$ cat src/rtl/seg_scan_ctrl.sv
// -----------------------------------------------------------------------------
// seg_scan_ctrl
//
// Time-multiplexed seven-segment display controller for a common-anode
// display. It steps through the digits on the single-cycle `tick` strobe
// from the upstream 1 ms pulse generator. Each digit stays lit for
// HOLD_TICKS ticks, so one full frame lasts DIGITS*HOLD_TICKS ticks.
//
// A loaded value is held pending. It is committed to the display registers
// only at the frame wrap (the last digit advancing back to digit 0), so a
// number never tears part-way through a scan. A load that lands exactly on
// the wrap edge goes straight to the display.
//
// All outputs are registered. They are computed from the post-update state,
// so a qualifying tick at edge N is visible at edge N+1.
//
// Parameters:
//   DIGITS      number of scanned digits, 2..8
//   HOLD_TICKS  ticks each digit stays lit, 1..255
//
// Ports:
//   clk    in   system clock
//   reset  in   synchronous, active-high reset; has priority over tick/load
//   tick   in   single-cycle strobe from the 1 ms pulse generator
//   load   in   capture value/dp on this edge
//   value  in   [4*DIGITS] hex nibbles; nibble 0 is the rightmost digit
//   dp     in   [DIGITS] decimal-point request per digit, 1 = lit
//   an     out  [DIGITS] anode enables, active low, one-hot-low
//   seg    out  [7] cathodes {g,f,e,d,c,b,a}, active low
//   dp_n   out  decimal-point cathode, active low
//   frame  out  one-cycle pulse in the first output cycle of each new frame
//
// Build option:
//   SEG_LZB_EN  when defined, enables leading-zero blanking. Any digit above
//               the highest nonzero nibble is dark (seg = 7F, dp_n = 1).
//               Digit 0 is never blanked. Anode scanning is unaffected.
// -----------------------------------------------------------------------------
module seg_scan_ctrl #(
  parameter int DIGITS     = 4,
  parameter int HOLD_TICKS = 1
) (
  input  logic                  clk,
  input  logic                  reset,
  input  logic                  tick,
  input  logic                  load,
  input  logic [4*DIGITS-1:0]   value,
  input  logic [DIGITS-1:0]     dp,
  output logic [DIGITS-1:0]     an,
  output logic [6:0]            seg,
  output logic                  dp_n,
  output logic                  frame
);

  localparam int              IDX_W     = (DIGITS > 2) ? $clog2(DIGITS) : 1;
  localparam logic [IDX_W-1:0] IDX_LAST  = IDX_W'(DIGITS - 1);
  localparam logic [7:0]       HCNT_LAST = 8'(HOLD_TICKS - 1);
  localparam logic [6:0]       SEG_DARK  = 7'h7F;

  // ---------------------------------------------------------------------------
  // Helper functions
  // ---------------------------------------------------------------------------

  // Active-low hex decode, bit order {g,f,e,d,c,b,a}.
  function automatic logic [6:0] hex7(input logic [3:0] nib);
    logic [6:0] s;
    case (nib)
      4'h0:    s = 7'h40;
      4'h1:    s = 7'h79;
      4'h2:    s = 7'h24;
      4'h3:    s = 7'h30;
      4'h4:    s = 7'h19;
      4'h5:    s = 7'h12;
      4'h6:    s = 7'h02;
      4'h7:    s = 7'h78;
      4'h8:    s = 7'h00;
      4'h9:    s = 7'h10;
      4'hA:    s = 7'h08;
      4'hB:    s = 7'h03;
      4'hC:    s = 7'h46;
      4'hD:    s = 7'h21;
      4'hE:    s = 7'h06;
      default: s = 7'h0E;
    endcase
    return s;
  endfunction

  // Select the nibble belonging to digit `sel`.
  function automatic logic [3:0] pick_nib(input logic [4*DIGITS-1:0] v,
                                          input logic [IDX_W-1:0]    sel);
    logic [3:0] n;
    n = 4'h0;
    for (int d = 0; d < DIGITS; d++) begin
      if (sel == IDX_W'(d)) n = v[4*d +: 4];
    end
    return n;
  endfunction

  // Select the decimal-point request belonging to digit `sel`.
  function automatic logic pick_dp(input logic [DIGITS-1:0] p,
                                   input logic [IDX_W-1:0]  sel);
    logic b;
    b = 1'b0;
    for (int d = 0; d < DIGITS; d++) begin
      if (sel == IDX_W'(d)) b = p[d];
    end
    return b;
  endfunction

  // One-hot-low anode pattern for digit `sel`.
  function automatic logic [DIGITS-1:0] anode_of(input logic [IDX_W-1:0] sel);
    logic [DIGITS-1:0] a;
    for (int d = 0; d < DIGITS; d++) begin
      a[d] = (sel != IDX_W'(d));
    end
    return a;
  endfunction

`ifdef SEG_LZB_EN
  // A digit is blanked when it sits above the highest nonzero nibble.
  // An all-zero value leaves the highest index at 0, so digit 0 always shows.
  function automatic logic lzb_blank(input logic [4*DIGITS-1:0] v,
                                     input logic [IDX_W-1:0]    sel);
    logic [IDX_W-1:0] hi;
    hi = '0;
    for (int d = 0; d < DIGITS; d++) begin
      if (v[4*d +: 4] != 4'h0) hi = IDX_W'(d);
    end
    return (sel > hi);
  endfunction
`endif

  // ---------------------------------------------------------------------------
  // State
  // ---------------------------------------------------------------------------
  logic [IDX_W-1:0]    idx,      idx_nxt;
  logic [7:0]          hcnt,     hcnt_nxt;
  logic                pend,     pend_nxt;
  logic [4*DIGITS-1:0] pend_val, pend_val_nxt;
  logic [DIGITS-1:0]   pend_dp,  pend_dp_nxt;
  logic [4*DIGITS-1:0] disp_val, disp_val_nxt;
  logic [DIGITS-1:0]   disp_dp,  disp_dp_nxt;
  logic                wrap;

  // Output values computed from the post-update state, registered below.
  logic [DIGITS-1:0]   an_p0;
  logic [6:0]          seg_p0;
  logic                dp_n_p0;
  logic                frame_p0;

  // ---------------------------------------------------------------------------
  // Next-state logic: scan counters and the pending/display value handoff
  // ---------------------------------------------------------------------------
  always_comb begin
    idx_nxt      = idx;
    hcnt_nxt     = hcnt;
    pend_nxt     = pend;
    pend_val_nxt = pend_val;
    pend_dp_nxt  = pend_dp;
    disp_val_nxt = disp_val;
    disp_dp_nxt  = disp_dp;
    wrap         = 1'b0;

    if (tick) begin
      if (hcnt == HCNT_LAST) begin
        hcnt_nxt = 8'd0;
        if (idx == IDX_LAST) begin
          idx_nxt = '0;
          wrap    = 1'b1;
        end else begin
          idx_nxt = idx + IDX_W'(1);
        end
      end else begin
        hcnt_nxt = hcnt + 8'd1;
      end
    end

    if (wrap) begin
      // A load on the wrap edge bypasses the pending register entirely.
      if (load) begin
        disp_val_nxt = value;
        disp_dp_nxt  = dp;
        pend_nxt     = 1'b0;
      end else if (pend) begin
        disp_val_nxt = pend_val;
        disp_dp_nxt  = pend_dp;
        pend_nxt     = 1'b0;
      end
    end else if (load) begin
      // Last load before the wrap wins.
      pend_val_nxt = value;
      pend_dp_nxt  = dp;
      pend_nxt     = 1'b1;
    end
  end

  // ---------------------------------------------------------------------------
  // State register
  // ---------------------------------------------------------------------------
  // pend_val/pend_dp are not reset: they are only ever read while pend is
  // set, and reset clears pend, so any stale pending data is discarded.
  always_ff @(posedge clk) begin
    if (reset) begin
      idx      <= '0;
      hcnt     <= 8'd0;
      pend     <= 1'b0;
      disp_val <= '0;
      disp_dp  <= '0;
    end else begin
      idx      <= idx_nxt;
      hcnt     <= hcnt_nxt;
      pend     <= pend_nxt;
      disp_val <= disp_val_nxt;
      disp_dp  <= disp_dp_nxt;
    end
    pend_val <= pend_val_nxt;
    pend_dp  <= pend_dp_nxt;
  end

  // ---------------------------------------------------------------------------
  // Output logic: decode the digit that will be lit after this edge
  // ---------------------------------------------------------------------------
  always_comb begin
    logic blank;
`ifdef SEG_LZB_EN
    blank = lzb_blank(disp_val_nxt, idx_nxt);
`else
    blank = 1'b0;
`endif
    an_p0    = anode_of(idx_nxt);
    seg_p0   = blank ? SEG_DARK : hex7(pick_nib(disp_val_nxt, idx_nxt));
    dp_n_p0  = blank ? 1'b1 : ~pick_dp(disp_dp_nxt, idx_nxt);
    // The wrap edge is exactly the edge that brings digit 0 back, so frame
    // can never fire on the first digit-0 display after reset.
    frame_p0 = wrap;
  end

  // ---------------------------------------------------------------------------
  // Stage 1: output registers; reset forces the display dark
  // ---------------------------------------------------------------------------
  always_ff @(posedge clk) begin
    if (reset) begin
      an    <= '1;
      seg   <= SEG_DARK;
      dp_n  <= 1'b1;
      frame <= 1'b0;
    end else begin
      an    <= an_p0;
      seg   <= seg_p0;
      dp_n  <= dp_n_p0;
      frame <= frame_p0;
    end
  end

endmodule

$ cat config.mk
export PLATFORM = sky130hd
export DESIGN_NAME = seg_scan_ctrl
export DESIGN_NICKNAME = d
export VERILOG_FILES = /design/src/rtl/seg_scan_ctrl.sv
export SDC_FILE = /design/constraint.sdc
export NUM_CORES = 1
export LEC_CHECK = 0
export ABC_AREA = 1
export BUFFER_PORTS_ARGS = -buffer_cell sky130_fd_sc_hd__buf_2
export CORE_UTILIZATION = 25
export DETAILED_ROUTE_END_ITERATION = 6
export PLACE_DENSITY = 0.44
export SETUP_SLACK_MARGIN = 0.1
export SYNTH_ARGS = -nofsm -noshare
export SYNTH_HDL_FRONTEND = slang
export SYNTH_SLANG_ARGS = --single-unit
$ cat constraint.sdc
create_clock -name clk -period 2.39 [get_ports clk]
set_input_delay 0.3585 -clock clk [delete_from_list [all_inputs] [get_ports clk]]
set_output_delay 0.3585 -clock clk [all_outputs]
set_load 0.02 [all_outputs]
==> flow_summary.ini <==
[run_status]
run_status = finished, final reports clean

[synthesis]
ys_types = 33
synth_top_family_by_area = simple AND/OR/NAND/NOR gates
postSynthCellCount = 439
synth.area.mux_share = 0.00613
synth-xor-area-share = 0.00268
postSynthAreaPerCell_um2 = 7.44
synth_edf_count = 20
synthesis.area_um2 = 3270
yosysTopAreaCell = dfxtp_1
yosys.area_share.adder = 0.0345
synth_area_leaders = dfxtp_1 (27%), edfxtp_1 (18%), nand2_1 (17%)
synth-main-ff-cell = dfxtp_1
async_reset_ff_frac = 0
synth_top_area_share = 0.270
ys.warnings.count = 0
synth_nets = 472
yosys_register_bits = 64
synthSimpleGateAreaFrac = 0.346
ys_seq_area_frac = 0.453
synth_compound_area_frac = 0.0674

[global_route]
grt_max_degree = 33
grt_pass1_wl_um = 13800
antenna_found_initial = 0
gr-total-overflow = 0
grt_pass1_vias = 2836
grt_usage = 0.138

[finish]
layout-drive-gt1-share = 0.315
postLayoutCoreUtil = 0.352
area_growth_syn_to_layout_pct = 36.7
antenna_cells = 0
nets = 545
final_common_cell = nand2_1
fillers = 1348
layout_common_cells = nand2_1 (133), nor2_1 (43), inv_1 (42), dfxtp_1 (42), buf_2 (36)
fin_cells = 689

[placed_design]
post-place-cells = 656
port_buffers = 36
place.gp.congestion = 0.824
place_hpwl_um = 6080

[floorplan]
io_pins = 37
die_h_um = 116
dieWidth_um = 116
row_count = 41
start_util = 0.258
core_um2 = 12700
die-area_um2 = 13500

[sta]
finalSetupViolations = 0
maxSlewViolCount = 0
min_period_ns = 2.30
fin_worst_skew_ns = 0.00670
timing_hold_violations_final = 0
rsz0062_at_grt = true
tns_ns = 0
fmax_ghz = 0.435
maxSlewHeadroom = 0.743
hold_slack_ns = 0.208
worst_pin_slew_ns = 0.386
period_share = 0.961

[routing]
dr.pass1.iters = 4
drt_iter0_drc = 149
wl_um = 8920
drcViolationCount = 0
vias_per_cell = 4.29
wl_per_cell_um = 12.9
vias = 2953
drtAntennaViolNets = 0

[setup_path]
path_class = flop to flop
cp_common_cell = nor2_4
required_ns = 2.60
path_max_fanout = 6
start_kind = flop
cpPeakStageDelay_ns = 0.32
critPathSlowestCell = dfxtp_2
crit_arrival_ns = 2.51
worstPathCellList = inv_2 -> ha_4 -> nand2_4 -> nor2_4 -> nand2_4 -> nor2_4 -> buf_6 -> o21ai_4 -> nand2_2 -> nand3_2 -> nor2_4 -> inv_2 -> ha_2 -> nand3_1 -> nand2_1 -> nand2_1 -> nand3_1
critPathCaptureType = flop

[power]
p_leak_nw = 2.03
power_density_nw_per_um2 = 681
peakVddDrop_mv = 0.310

[clock_network]
clk-insertion-delay-late_ns = 0.34
cts.sinks = 64
clk_pin_slew_ns = 0.06
htreeDepth = 3
cts_hold_buffers = 0
cts_root_buf = clkbuf_16
cts_made_buffers = 9
cts_tree = built
clockBufferDepth = 2

[flow_run]
max-cap-violations = 0

[worst_hold_path]
hold_class = input port to flop
[cell usage after synthesis (5+ instances only)]
cell        n
a21oi_1    10
buf_2       7
dfxtp_1    44
edfxtp_1   20
ha_1        9
inv_1      49
inv_2       7
nand2_1   145
nand2_2     5
nand3_1    33
nor2_1     47
nor2_4      5
o21ai_0    12
o21ai_1     9
[state kept, by name, summed over array words and instances, names as in the netlist]
signal / flops
disp_val: 16
pend_val: 16
hcnt: 8
seg: 7
an: 4
disp_dp: 4
pend_dp: 4
idx: 2
dp_n: 1
frame: 1
pend: 1
[logic make-up (layout without fill, tap and decap cells)]
logic type               after synthesis  in the layout
flip-flops                            64             64
multiplexers                           2              2
AND/OR/NAND/NOR                      252            253
AO/OA/AOI/OAI                         40             40
adder cells (fa/ha/maj)                9              9
XOR/XNOR                               1              1
buffers and inverters                 71            148
[metrics by stage]
step | power, mW | area, µm² | setup slack, ns
after CTS | 3.02 | 4140 | 0.103
after global placement | 1.61 | 3750 | 0.0440
after global routing | 3.18 | 4460 | -0.0824
after floorplan | 1.47 | 3270 | 0.206
final | 3.04 | 4460 | 0.0933
after detailed placement | 1.61 | 3750 | 0.0578
[power by group]
| part | switching, mW | internal [mW] | leakage [nW] |
|---|---|---|---|
| registers | 0.0197 | 1.18 | 0.555 |
| clock network | 0.479 | 0.889 | 0.156 |
| logic | 0.295 | 0.180 | 1.32 |
[routing by layer]
metal | vias up | GRT usage | wire, µm
met5 | - | 0 | 0
met4 | 0 | 0.0564 | 166
met3 | 17 | 0.0462 | 400
met2 | 55 | 0.218 | 4130
met1 | 1348 | 0.173 | 4220
li1 | 1533 | - | -
[worst paths after layout]
kind | start | to | cells past startpoint | slack [ns]
worst min register to register | disp_dp[0]$_SDFF_PP0_ | disp_dp[0]$_SDFF_PP0_ | 2 | 0.47
worst max-delay path | hcnt[1]$_SDFFE_PP0P_ | seg[3]$_SDFF_PP1_ | 17 | 0.09
worst min-delay path | value[11] | pend_val[11]$_DFFE_PP_ | 1 | 0.21
worst max register to register | hcnt[1]$_SDFFE_PP0P_ | seg[3]$_SDFF_PP1_ | 17 | 0.09
[worst max-delay path: cells and delay by family, from the launching register on]
kind | cells | cell delay (ns)
flip-flops | 1 | 0.32
AND/OR/NAND/NOR | 11 | 1.17
adder cells (fa/ha/maj) | 2 | 0.33
AO/OA/AOI/OAI | 1 | 0.05
buffers and inverters | 3 | 0.31
[repair_timing]
action | in CTS | in global routing
gates cloned | 1 | 0
setup buffers | 5 | 12
pin swaps | 7 | 23
setup endpoints to repair | 6 | 7
resized for setup | 10 | 64
[layout make-up]
type	count	area, µm²	area share
multi-input combinational	305	1740	0.389
sequential	64	1480	0.332
timing repair buffer	75	503	0.113
clock buffer	13	270	0.0605
inverter	57	216	0.0485
tap	172	215	0.0482
clock inverter	3	40.0	0.00897
Note: power is estimated with default switching activity, not from simulation.
